--- src/rtl/riscv_structures_pkg.sv ---
// Shared types and constants for the RV32I front end.
package riscv_structures;

  // Canonical RV32I NOP: addi x0, x0, 0
  localparam logic [31:0] NOP_INSTR = 32'h0000_0013;

  // One fetched instruction together with the address it came from
  typedef struct packed {
    logic [31:0] pc;
    logic [31:0] instr;
  } fetch_pkt_t;

endpackage

--- src/rtl/instr_queue.sv ---
// Small synchronous FIFO of fetch packets sitting between instr_mem and decode.
// The head is read combinationally from storage, so it depends only on registered state.
// A flush empties the queue on the next edge and takes priority over push/pop.
module instr_queue
  import riscv_structures::*;
#(
  parameter int unsigned DEPTH = 4,
  localparam int unsigned PtrW = $clog2(DEPTH),
  localparam int unsigned CntW = PtrW + 1
) (
  input  logic       clk,
  input  logic       rst_n,
  input  logic       push,
  input  logic       pop,
  input  logic       flush,
  input  fetch_pkt_t wr_pkt,
  output logic       full,
  output logic       empty,
  output fetch_pkt_t head
);

  fetch_pkt_t            mem [DEPTH];
  logic [PtrW-1:0]       rd_ptr_q, rd_ptr_d;
  logic [PtrW-1:0]       wr_ptr_q, wr_ptr_d;
  logic [CntW-1:0]       count_q, count_d;

  // Next-state for pointers and occupancy; pointers wrap naturally at DEPTH
  always_comb begin
    rd_ptr_d = rd_ptr_q;
    wr_ptr_d = wr_ptr_q;
    count_d  = count_q;
    if (flush) begin
      rd_ptr_d = '0;
      wr_ptr_d = '0;
      count_d  = '0;
    end else begin
      if (push) wr_ptr_d = wr_ptr_q + PtrW'(1);
      if (pop)  rd_ptr_d = rd_ptr_q + PtrW'(1);
      count_d = count_q + CntW'(push) - CntW'(pop);
    end
  end

  // Pointer and occupancy registers
  always_ff @(posedge clk or negedge rst_n) begin
    if (!rst_n) begin
      rd_ptr_q <= '0;
      wr_ptr_q <= '0;
      count_q  <= '0;
    end else begin
      rd_ptr_q <= rd_ptr_d;
      wr_ptr_q <= wr_ptr_d;
      count_q  <= count_d;
    end
  end

  // Packet storage; contents are don't-care while the slot is not occupied
  always_ff @(posedge clk) begin
    if (push && !flush) mem[wr_ptr_q] <= wr_pkt;
  end

  // Status and head view, all from registered state
  always_comb begin
    full  = (count_q == CntW'(DEPTH));
    empty = (count_q == '0);
    head  = mem[rd_ptr_q];
  end

endmodule

--- src/rtl/fetch_unit.sv ---
// Instruction fetch stage: owns the PC, drives instr_mem, and buffers fetched words
// in a prefetch queue that decode drains over a valid/ready handshake.
// A redirect flushes the queue and restarts fetch at the word-aligned target.
module fetch_unit
  import riscv_structures::*;
#(
  parameter logic [31:0] RESET_PC = 32'h0000_0000,
  parameter int unsigned DEPTH    = 4
) (
  input  logic        clk,
  input  logic        rst_n,
  output logic [31:0] imem_addr,
  input  logic [31:0] imem_data,
  input  logic        redirect_valid,
  input  logic [31:0] redirect_pc,
  output logic        out_valid,
  input  logic        out_ready,
  output logic [31:0] out_pc,
  output logic [31:0] out_instr
);

  logic [31:0] pc_q, pc_d;
  logic        push, pop;
  logic        q_full, q_empty;
  fetch_pkt_t  wr_pkt, head;

  // Handshake policy: redirect suppresses both sides; a pop frees a slot for a same-cycle push
  always_comb begin
    pop    = !q_empty && out_ready && !redirect_valid;
    push   = !redirect_valid && (!q_full || pop);
    wr_pkt = '{pc: pc_q, instr: imem_data};
  end

  // Next PC: redirect target (word aligned) wins, else advance on every captured word
  always_comb begin
    pc_d = pc_q;
    if (redirect_valid) begin
      pc_d = redirect_pc & 32'hFFFF_FFFC;
    end else if (push) begin
      pc_d = pc_q + 32'd4;
    end
  end

  // PC register
  always_ff @(posedge clk or negedge rst_n) begin
    if (!rst_n) begin
      pc_q <= RESET_PC;
    end else begin
      pc_q <= pc_d;
    end
  end

  instr_queue #(
    .DEPTH (DEPTH)
  ) u_queue (
    .clk    (clk),
    .rst_n  (rst_n),
    .push   (push),
    .pop    (pop),
    .flush  (redirect_valid),
    .wr_pkt (wr_pkt),
    .full   (q_full),
    .empty  (q_empty),
    .head   (head)
  );

  // Outputs come only from registered PC and queue state
  always_comb begin
    imem_addr = pc_q;
    out_valid = !q_empty;
    out_pc    = q_empty ? 32'h0 : head.pc;
    out_instr = q_empty ? NOP_INSTR : head.instr;
  end

`ifdef FETCH_DEBUG
  // Per-cycle trace of fetch progress
  always_ff @(posedge clk) begin
    if (rst_n) begin
      $display("[fetch] pc=%h push=%0b pop=%0b count=%0d redirect=%0b",
               pc_q, push, pop, u_queue.count_q, redirect_valid);
    end
  end
`endif

endmodule
--- config.mk ---
export PLATFORM = sky130hd
export DESIGN_NAME = fetch_unit
export DESIGN_NICKNAME = d
export VERILOG_FILES = /design/src/rtl/riscv_structures_pkg.sv /design/src/rtl/instr_queue.sv /design/src/rtl/fetch_unit.sv
export SDC_FILE = /design/constraint.sdc
export NUM_CORES = 1
export LEC_CHECK = 0
export CORE_AREA = 4 4 163 133
export CTS_CLUSTER_SIZE = 28
export DETAILED_ROUTE_END_ITERATION = 6
export DIE_AREA = 0 0 167 137
export PLACE_DENSITY_LB_ADDON = 0.2
export SYNTH_ARGS = -nofsm -noshare
export SYNTH_HDL_FRONTEND = slang
export SYNTH_SLANG_ARGS = --single-unit
--- constraint.sdc ---
create_clock -name clk -period 7.6 [get_ports clk]
set_input_delay 0.76 -clock clk [delete_from_list [all_inputs] [get_ports clk]]
set_output_delay 0.76 -clock clk [all_outputs]
set_load 0.1 [all_outputs]
; ---- Word level (Yosys, flattened, before mapping)
; Memory sizes are Yosys's and may differ from the RTL's.
; Cells that the tools add are included.
[word_totals]
n_memories = 1
ff_bits = 39
wordCells = 33
ram_bits = 256
[memory_table]
columns = name, depth, word_bits, read_ports, rd_ports_with_merged_regs, write_ports, line
row1 = u_queue.mem, 4, 64, 1, 0, 1, instr_queue.sv:22  ; fetch_pkt_t mem [DEPTH];
[op_classes]
add_sub_neg = 5
n_reduce_logical = 11
eq_ne = 1
n_mux = 11
[op_table]
columns = cell, count
row1 = two-way mux 32 bit, 4
row2 = "adder 32 x 3 -> 32 bit, second input constant", 1
row3 = two-way mux 2 bit, 4
row4 = "adder 2 x 1 -> 2 bit, second input constant", 2
row5 = logical AND 1 bit, 4
row6 = nonzero test 2 bit, 2
row7 = adder 3 x 1 -> 3 bit, 1
row8 = "equality test 3 bit, second input constant", 1
row9 = zero test 1 bit, 3
row10 = zero test 3 bit, 1
row11 = two-way mux 3 bit, 1
row12 = subtractor 3 x 1 -> 3 bit, 1
row13 = two-way mux 1 bit, 2
row14 = logical OR 1 bit, 1

; ---- Depth between registers and ports, before layout
; Gate-level depths: netlist of the first run.
[logic_depth]
ltp_word = 9
mapped_depth = 11
depth_no_buf = 11

; ---- Cells and area by module
; A second synthesis of the first run with hierarchy kept.
[unflattened]
cells_unflattened = 651
hier_area_um2 = 11912.7
[modules_own_cells]
columns = mod, area_per_inst_um2, seq_area_each_um2, cells_each, n_inst
row1 = instr_queue, 9700.6, 7862.5, 374, 1
row2 = fetch_unit, 2212.1, 750.7, 277, 1

; ---- Least setup slack after synthesis of the first run
; OpenSTA, ideal clock, no wires.
[synth_path]
kind = flip-flop to output port
from = register u_queue.count_q[1]
to = output port out_instr[22]
slack_ps = 4289
stages_incl_launch_ff = 5
arrival_ps = 2551
path_buffers = 1
cell_sequence = dfrtp_1 -> nor3_1 -> inv_1 -> clkbuf_1 -> and2_1
[synth_between]
elab_chain_len = 2
[synth_rtl]
columns = item, line
row1 = start: declaration, instr_queue.sv:25  ; logic [CntW-1:0] count_q, count_d;
row2 = start signal: assignment, instr_queue.sv:52  ; count_q <= count_d;
row3 = zero test 3 bit, instr_queue.sv:64  ; empty = (count_q == '0);
row4 = two-way mux 32 bit, fetch_unit.sv:72  ; out_instr = q_empty ? NOP_INSTR : head.instr;
row5 = end: declaration, fetch_unit.sv:19  ; output logic [31:0] out_instr
; No other way between the ends.

; ---- Final worst setup path of the first run
[layout_path]
from = register u_queue.rd_ptr_q[0]
to = output port out_pc[28]
[layout_between]
elab_chain_len = 2
[layout_rtl]
columns = item, line
row1 = start: declaration, instr_queue.sv:23  ; logic [PtrW-1:0] rd_ptr_q, rd_ptr_d;
row2 = start signal: assignment, instr_queue.sv:50  ; rd_ptr_q <= rd_ptr_d;
row3 = memory (4 x 64 bit), n/a
row4 = two-way mux 32 bit, fetch_unit.sv:71  ; out_pc = q_empty ? 32'h0 : head.pc;
row5 = end: declaration, fetch_unit.sv:18  ; output logic [31:0] out_pc,
; No other way between the ends.

==> results of run 1 <==
per-stage QoR:
stage	setup slack [ns]	hold WS (ns)	util	cell area, um2	std cells
detailed placement	3.45	0.591	0.678	13500	1049
CTS	2.85	0.377	0.718	14300	1097
global placement	3.45	0.562	0.678	13500	1049
finish	2.97	0.351	0.718	14300	1097
floorplan	4.29	0.464	-	11700	661
global route	2.71	0.404	0.718	14300	1097
cell usage after synthesis (4+ instances only):
master / n / area [um2]
nand3_1: 12 / 60.1
a31oi_1: 16 / 100
or3_1: 4 / 25.0
dfrtp_1: 37 / 926
o21ai_0: 14 / 70.1
clkbuf_1: 23 / 86.3
mux4_2: 62 / 1400
ha_1: 7 / 87.6
nor2_1: 25 / 93.8
and3_1: 4 / 25.0
xor2_1: 5 / 43.8
or4_1: 17 / 128
or2_2: 4 / 25.0
o31ai_1: 15 / 113
xnor2_1: 9 / 78.8
and2_1: 64 / 400
buf_2: 9 / 45.0
nand2_1: 22 / 82.6
nand4_1: 9 / 56.3
inv_1: 9 / 33.8
nor2b_1: 4 / 25.0
buf_4: 4 / 30.0
edfxtp_1: 248 / 7450
kinds of logic (layout without fill, tap and decap cells):
group	after synthesis	count (layout)
flops	285	285
simple gates	178	178
mux	63	63
compound gates	62	62
buf+inv	47	219
xor+xnor	14	14
fa+ha+maj	8	8
other cells	1	4
cells in the final DEF, fill, tap and decap left out, drive strengths merged, types with 14 or more instances in the layout:
cell type / n
edfxtp: 248
clkdlybuf4s50: 157
and2: 64
mux4: 62
dfrtp: 37
clkbuf: 33
nor2: 25
nand2: 22
or4: 17
a31oi: 16
o31ai: 15
o21ai: 14
critical path: stages, from the launching register on:
cell and delay, ns:
dfrtp_4 0.86, buf_4 0.70, mux4_2 0.60, and2_1 0.19, clkdlybuf4s50_1 0.97
area by class of cell:
| cell class | instances | area (um2) |
|---|---|---|
| flip-flops and latches | 285 | 8380 |
| fillers | 1248 | 5600 |
| inverters | 9 | 33.8 |
| multi-input cells | 329 | 3110 |
| repair buffers | 162 | 1610 |
| clock inverters | 15 | 104 |
| well taps | 264 | 330 |
| clock buffers | 33 | 698 |
flip-flops by register name (all words and copies together), names as in the netlist:
register / count
u_queue.rd_ptr_q: 2
u_queue.mem: 248
u_queue.count_q: 3
u_queue.wr_ptr_q: 2
imem_addr: 30
final timing paths:
kind | endpoint | depth (start not counted) | startpoint
worst min-delay path | imem_addr[29] | 1 | rst_n
worst max-delay path | out_pc[28] | 4 | u_queue.rd_ptr_q[0]
max in group asynchronous | u_queue.rd_ptr_q[0] | 1 | rst_n
min in group clk | u_queue.wr_ptr_q[1] | 2 | u_queue.wr_ptr_q[1]
worst min register to register | u_queue.wr_ptr_q[1] | 2 | u_queue.wr_ptr_q[1]
worst max register to register | u_queue.count_q[2] | 11 | u_queue.count_q[1]
routing by layer:
| layer | GRT usage | routed length [um] | vias to the layer above |
|---|---|---|---|
| met2 | 0.355 | 12000 | 269 |
| met4 | 0.0563 | 592 | 0 |
| li1 | - | - | 2926 |
| met5 | 0 | 0 | - |
| met3 | 0.0398 | 1620 | 49 |
| met1 | 0.303 | 10100 | 3370 |
==> run_results.csv, run 1 <==
group,metric,value,unit
layout,synthToLayoutAreaGrowth,22.3,%
setup_path,arrival,3.87,ns
routing,drtIter0Drc,610,
synthesis,synth_top_family_by_area,"multiplexers",
timing,fmax,0.216,GHz
setup_path,critPathMaxFanout,34,
clock_tree,cts_root_buf,"clkbuf_16",
die,fp-row-count,46,
synthesis,ys_ff_latch,285,
placement,place_congestion,0.827,
routing,vias_per_cell,6.03,
setup_path,ff2ff_setup_slack,4.36,ns
synthesis,synth-seq-area-share,0.718,
setup_path,startpoint_type,"flip-flop",
routing,final_antenna_net_count,0,
synthesis,synth_edf_count,248,
global_route,grtUsageTotal,0.215,
status,outcome,"complete, no violations",
die,die_w,167,um
placement,portBuffers,158,
synthesis,ys_warn_count,0,
routing,routed_wl,24.3,mm
timing,relSlewSlack,0.250,
synthesis,synth_fa_ha_area_frac,0.00923,
clock_tree,ctsResizeCount,0,
die,core,19900,um2
synthesis,synth_cell_types,46,
clock_tree,postCtsHoldBufs,0,
synthesis,postSynthAreaPerCell,17.7,um2
die,io_pins,165,
timing,setup_tns,0,ns
min_path,hold_class,"in -> async",
timing,finalHoldViolCount,0,
die,die_height,137,um
timing,finalCriticalPeriod,4.63,ns
synthesis,muxShareOfSynthArea,0.121,
timing,fin_crit_sh,0.610,
global_route,antenna_found_initial,0,
synthesis,synth_area,11700,um2
timing,skew,0.0115,ns
routing,wl_per_cell,22.2,um
clock_tree,cts_tree,"yes",
timing,setup_viol,0,
synthesis,synthXorXnorAreaFrac,0.0105,
clock_tree,cts_sinks,285,
die,dieArea,22900,um2
synthesis,synthSimpleGateAreaFrac,0.0882,
routing,post-route-drc-count,0,
placement,dp_hpwl,14.1,mm
layout,final_nets,890,
timing,rsz0062_at_grt,"no",
setup_path,cp.required,6.84,ns
routing,dr.pass1.iters,5,
global_route,grt_max_degree,63,
layout,antennaDiodeCount,0,
clock_tree,post_cts_buffers,0,
timing,worst_pin_slew,1.12,ns
setup_path,endpoint_kind,"output port",
timing,slew_viol_final,0,
run,timing.max_cap.violations,0,
synthesis,synth_cells,658,
synthesis,ys.flop_type,"edfxtp_1",
global_route,grt.overflow.total,0,
routing,vias,6614,
clock_tree,cts_buffer_depth,3,
die,initial_core_util,0.587,
synthesis,synth_compound_area_frac,0.0356,
setup_path,crit_type,"reg -> out",
clock_tree,clk_pin_slew_worst_paths,0.07,ns
synthesis,async_flop_share,0.130,
layout,drive_above_1_share,0.144,
global_route,grt_pass1_vias,6897,
global_route,grt_pass1_wl,38.2,mm
clock_tree,htreeDepth,1,
clock_tree,clk-insertion-delay-late,0.53,ns
clock_tree,cts_buffers,27,
Power of run 1 is left out: the tool's default activity adds up to more than one toggle a clock period on the data nets, which glitch-free logic cannot reach.
==> run 2, diff against run 1 <==
--- a/config.mk
+++ b/config.mk
@@ -5,10 +5,10 @@
 export SDC_FILE = /design/constraint.sdc
 export NUM_CORES = 1
 export LEC_CHECK = 0
-export CORE_AREA = 4 4 163 133
+export CORE_AREA = 4 4 168 138
 export CTS_CLUSTER_SIZE = 28
 export DETAILED_ROUTE_END_ITERATION = 6
-export DIE_AREA = 0 0 167 137
+export DIE_AREA = 0 0 172 142
 export PLACE_DENSITY_LB_ADDON = 0.2
 export SYNTH_ARGS = -nofsm -noshare
 export SYNTH_HDL_FRONTEND = slang
==> constraint.sdc (replaced) <==
create_clock -name clk -period 4.6 [get_ports clk]
set_input_delay 0.46 -clock clk [delete_from_list [all_inputs] [get_ports clk]]
set_output_delay 0.46 -clock clk [all_outputs]
set_load 0.1 [all_outputs]
==> run_results.csv, run 2 (synthesis results as in run 1) <==
group,metric,value,unit
timing,slew_viol_final,0,
placement,portBuffers,158,
setup_path,cp.required,4.14,ns
setup_path,crit_start,"u_queue.rd_ptr_q[1]",
timing,rsz0062_at_grt,"no",
timing,skew,0.0109,ns
routing,dr.pass1.iters,7,
clock_tree,cts_sinks,285,
layout,synthToLayoutAreaGrowth,23.2,%
setup_path,arrival,3.44,ns
routing,wl_per_cell,22.2,um
status,outcome,"complete, no violations",
setup_path,reg2regPathDepth,11,
die,core,21400,um2
min_path,hold_class,"in -> async",
setup_path,critPathMaxStageDelay,1.14,ns
clock_tree,clk-insertion-delay-late,0.54,ns
timing,finalCriticalPeriod,3.90,ns
routing,routed_wl,24.7,mm
routing,post-route-drc-count,0,
layout,fillers,1443,
die,die_w,172,um
layout,final_common_cell,"edfxtp_1",
layout,max_flop_register,"u_queue.mem",
setup_path,slowest_stage,"clkdlybuf4s50_1",
timing,fin_crit_sh,0.847,
die,initial_core_util,0.545,
die,dieArea,24400,um2
timing,setup_tns,0,ns
setup_path,startpoint_type,"flip-flop",
clock_tree,cts_tree,"yes",
setup_path,reg2reg_to,"u_queue.count_q[2]",
timing,finalHoldViolCount,0,
layout,final_cell_mix,"edfxtp_1, clkdlybuf4s50_1, mux4_2, and2_1, dfrtp_1",
routing,vias_per_cell,5.97,
timing,fmax,0.257,GHz
layout,final_nets,893,
run,timing.max_cap.violations,0,
setup_path,endpoint_kind,"output port",
setup_path,crit_type,"reg -> out",
clock_tree,cts_buffer_depth,3,
clock_tree,clk_pin_slew_worst_paths,0.06,ns
layout,seq_area,8380,um2
global_route,grt_pass1_wl,38.4,mm
setup_path,crit_end,"out_instr[13]",
setup_path,critPathMaxFanout,30,
clock_tree,post_cts_buffers,0,
layout,drive_above_1_share,0.149,
global_route,grt_pass1_vias,6890,
setup_path,worstPathCellList,"buf_4, mux4_2, and2_1, clkdlybuf4s50_1",
global_route,grtUsageTotal,0.204,
global_route,antenna_found_initial,0,
placement,place_congestion,0.852,
clock_tree,cts_root_buf,"clkbuf_16",
layout,largest_reg_flops,248,
setup_path,ff2ff_setup_slack,1.45,ns
die,io_pins,165,
timing,setup_viol,0,
global_route,grt_max_degree,63,
routing,drtIter0Drc,559,
clock_tree,cts_buffers,28,
routing,vias,6642,
global_route,grt.overflow.total,0,
layout,antennaDiodeCount,0,
timing,worst_pin_slew,1.02,ns
clock_tree,ctsResizeCount,0,
setup_path,rr_startpoint,"u_queue.count_q[1]",
layout,instances_no_fill,1113,
clock_tree,postCtsHoldBufs,0,
die,die_height,142,um
die,fp-row-count,48,
timing,relSlewSlack,0.316,
placement,dp.cells,1062,
routing,final_antenna_net_count,0,
layout,multiInputGateArea,3110,um2
placement,dp_hpwl,14.8,mm
clock_tree,htreeDepth,1,
[run 2: how the worst min path moves through the flow]
stage          cells past startpoint           startpoint             endpoint  slack (ns)
6_report                           1                rst_n         imem_addr[2]        0.05
2_1_floorplan                      0                rst_n        imem_addr[10]        0.16
3_3_place_gp                       2  u_queue.wr_ptr_q[1]  u_queue.wr_ptr_q[1]        0.56
4_1_cts                            1                rst_n         imem_addr[8]        0.05
3_5_place_dp                       2  u_queue.wr_ptr_q[1]  u_queue.wr_ptr_q[1]        0.58
5_1_grt                            1                rst_n         imem_addr[8]        0.11
[run 2: area by class of cell]
class	count	area share
multi-input cells	329	0.216
flip-flops and latches	285	0.583
well taps	275	0.0240
clock buffers	38	0.0536
repair buffers	164	0.114
inverters	9	0.00235
clock inverters	13	0.00662
[run 2: metal layers]
| layer | track usage | wire length, um | share of wire |
|---|---|---|---|
| met5 | 0 | 0 | 0 |
| met4 | 0.0554 | 605 | 0.024 |
| met3 | 0.0372 | 1850 | 0.075 |
| met2 | 0.323 | 11800 | 0.48 |
| met1 | 0.297 | 10500 | 0.42 |
[run 2: metrics by stage]
stage,cell area (um2),util,hold WS [ns],worst slack [ns]
3_3_place_gp,13500,0.631,0.561,1.22
4_1_cts,14400,0.672,0.0535,0.572
6_report,14400,0.672,0.0502,0.703
3_5_place_dp,13500,0.631,0.578,1.17
2_1_floorplan,11700,-,0.164,1.59
5_1_grt,14400,0.672,0.105,0.512
[run 2: critical path: cells and delay by family, from the launching register on]
kind / cells / cell delay (ns)
mux: 1 / 0.27
buf+inv: 2 / 1.56
flops: 1 / 0.92
simple gates: 1 / 0.15
Power of run 2 is left out for the same reason.
==> run 3, diff against run 2 <==
--- a/config.mk
+++ b/config.mk
@@ -5,10 +5,10 @@
 export SDC_FILE = /design/constraint.sdc
 export NUM_CORES = 1
 export LEC_CHECK = 0
-export CORE_AREA = 4 4 168 138
+export CORE_AREA = 4 4 178 145
 export CTS_CLUSTER_SIZE = 28
 export DETAILED_ROUTE_END_ITERATION = 6
-export DIE_AREA = 0 0 172 142
+export DIE_AREA = 0 0 182 149
 export PLACE_DENSITY_LB_ADDON = 0.2
 export SYNTH_ARGS = -nofsm -noshare
 export SYNTH_HDL_FRONTEND = slang
==> constraint.sdc (replaced) <==
create_clock -name clk -period 3.4 [get_ports clk]
set_input_delay 0.34 -clock clk [delete_from_list [all_inputs] [get_ports clk]]
set_output_delay 0.34 -clock clk [all_outputs]
set_load 0.1 [all_outputs]
==> run_results.csv, run 3 (synthesis results as in run 1) <==
group,metric,value,unit
status,outcome,"complete, no violations",
global_route,grt_pass1_vias,6931,
die,die_height,149,um
setup_path,crit_type,"reg -> out",
timing,setup_slack,0.518,ns
layout,seq_area,8380,um2
clock_tree,cts_buffers,28,
timing,holdWs,0.368,ns
clock_tree,cts_buffer_depth,3,
routing,wl_per_cell,21.6,um
timing,finalHoldViolCount,0,
die,die_w,182,um
global_route,grtUsageTotal,0.184,
min_path,hold_class,"in -> reg",
layout,max_flop_register,"u_queue.mem",
layout,final_cell_mix,"edfxtp_1, clkdlybuf4s50_1, buf_4, mux4_2, and2_1",
routing,routed_wl,24.9,mm
layout,largest_reg_flops,248,
timing,worst_pin_slew,1.03,ns
routing,drtIter0Drc,556,
setup_path,arrival,2.54,ns
placement,portBuffers,158,
global_route,grt_max_degree,63,
timing,rsz0062_at_grt,"no",
setup_path,startpoint_type,"flip-flop",
clock_tree,cts_sinks,285,
clock_tree,clk_pin_slew_worst_paths,0.07,ns
routing,dr.pass1.iters,5,
layout,synthToLayoutAreaGrowth,22.4,%
global_route,grt_pass1_wl,39.2,mm
timing,setup_tns,0,ns
layout,fillers,1835,
die,initial_core_util,0.485,
timing,fmax,0.347,GHz
run,timing.max_cap.violations,0,
setup_path,endpoint_kind,"output port",
routing,vias_per_cell,5.69,
layout,final_nets,896,
timing,fin_crit_sh,0.848,
global_route,grt.overflow.total,0,
layout,fin_util,0.593,
placement,place_congestion,0.839,
routing,post-route-drc-count,0,
timing,slew_viol_final,0,
routing,vias,6584,
timing,finalCriticalPeriod,2.88,ns
layout,antennaDiodeCount,0,
layout,final_common_cell,"edfxtp_1",
clock_tree,cts_tree,"yes",
routing,final_antenna_net_count,0,
clock_tree,clk-insertion-delay-late,0.53,ns
global_route,antenna_found_initial,0,
die,fp-row-count,51,
timing,relSlewSlack,0.312,
placement,dp_hpwl,14.9,mm
clock_tree,ctsResizeCount,0,
layout,drive_above_1_share,0.222,
setup_path,critPathMaxFanout,61,
die,dieArea,27100,um2
timing,skew,0.0126,ns
placement,place_ws,0.701,ns
layout,multiInputGateArea,3110,um2
timing,setup_viol,0,
clock_tree,htreeDepth,1,
clock_tree,cts_root_buf,"clkbuf_16",
die,core,24100,um2
die,io_pins,165,
setup_path,cp.required,3.06,ns
[run 3: changes by cell type in the layout (fill, tap and decap cells not counted), moves of 2 or more]
cell,previous run,this run
buf_4,5,71
clkdlybuf4s50_1,157,91
clkinv_2,9,4
clkinv_1,1,5
buf_12,1,3
[run 3: path summary, 6_finish.rpt]
kind / startpoint / end / slack (ns) / cells past startpoint
setup / recovery: u_queue.count_q[1] / out_pc[16] / 0.52 / 5
hold / removal: redirect_pc[3] / imem_addr[3] / 0.37 / 3
setup reg to reg: u_queue.count_q[1] / u_queue.count_q[2] / 0.84 / 11
hold reg to reg: u_queue.wr_ptr_q[1] / u_queue.wr_ptr_q[1] / 0.60 / 2
max in group asynchronous: rst_n / u_queue.rd_ptr_q[0] / 2.29 / 2
min in group asynchronous: rst_n / imem_addr[4] / 0.45 / 2
[run 3: area by class of cell]
cell class,count,area share
Clock buffer,38,0.0532
Sequential cell,285,0.587
Timing Repair Buffer,167,0.106
Tap cell,318,0.0279
Clock inverter,11,0.00543
Multi-Input combinational cell,329,0.218
Inverter,9,0.00237
[run 3: repair_timing]
item | 4_1_cts | 5_1_grt
hold buffers | 1 | 0
endpoints found under the hold margin | 37 | 0
setup buffers | 0 | 0
[run 3: critical path: stages (launching register included)]
cell,delay (ns)
dfrtp_1,0.47
nor3_1,0.57
inv_2,0.08
buf_4,0.36
and2_1,0.27
buf_4,0.24
[run 3: metal layers]
metal	routed length, um	global-route usage
met5	0	0
met4	448	0.0394
met2	11700	0.288
met3	1570	0.0361
met1	11200	0.274
[run 3: stage by stage]
| step | cells | area [um2] |
|---|---|---|
| after floorplan | 661 | 11700 |
| after global placement | 1107 | 13400 |
| after detailed placement | 1107 | 13400 |
| after CTS | 1157 | 14300 |
| after global routing | 1157 | 14300 |
| final | 1157 | 14300 |
Power of run 3 is left out for the same reason.
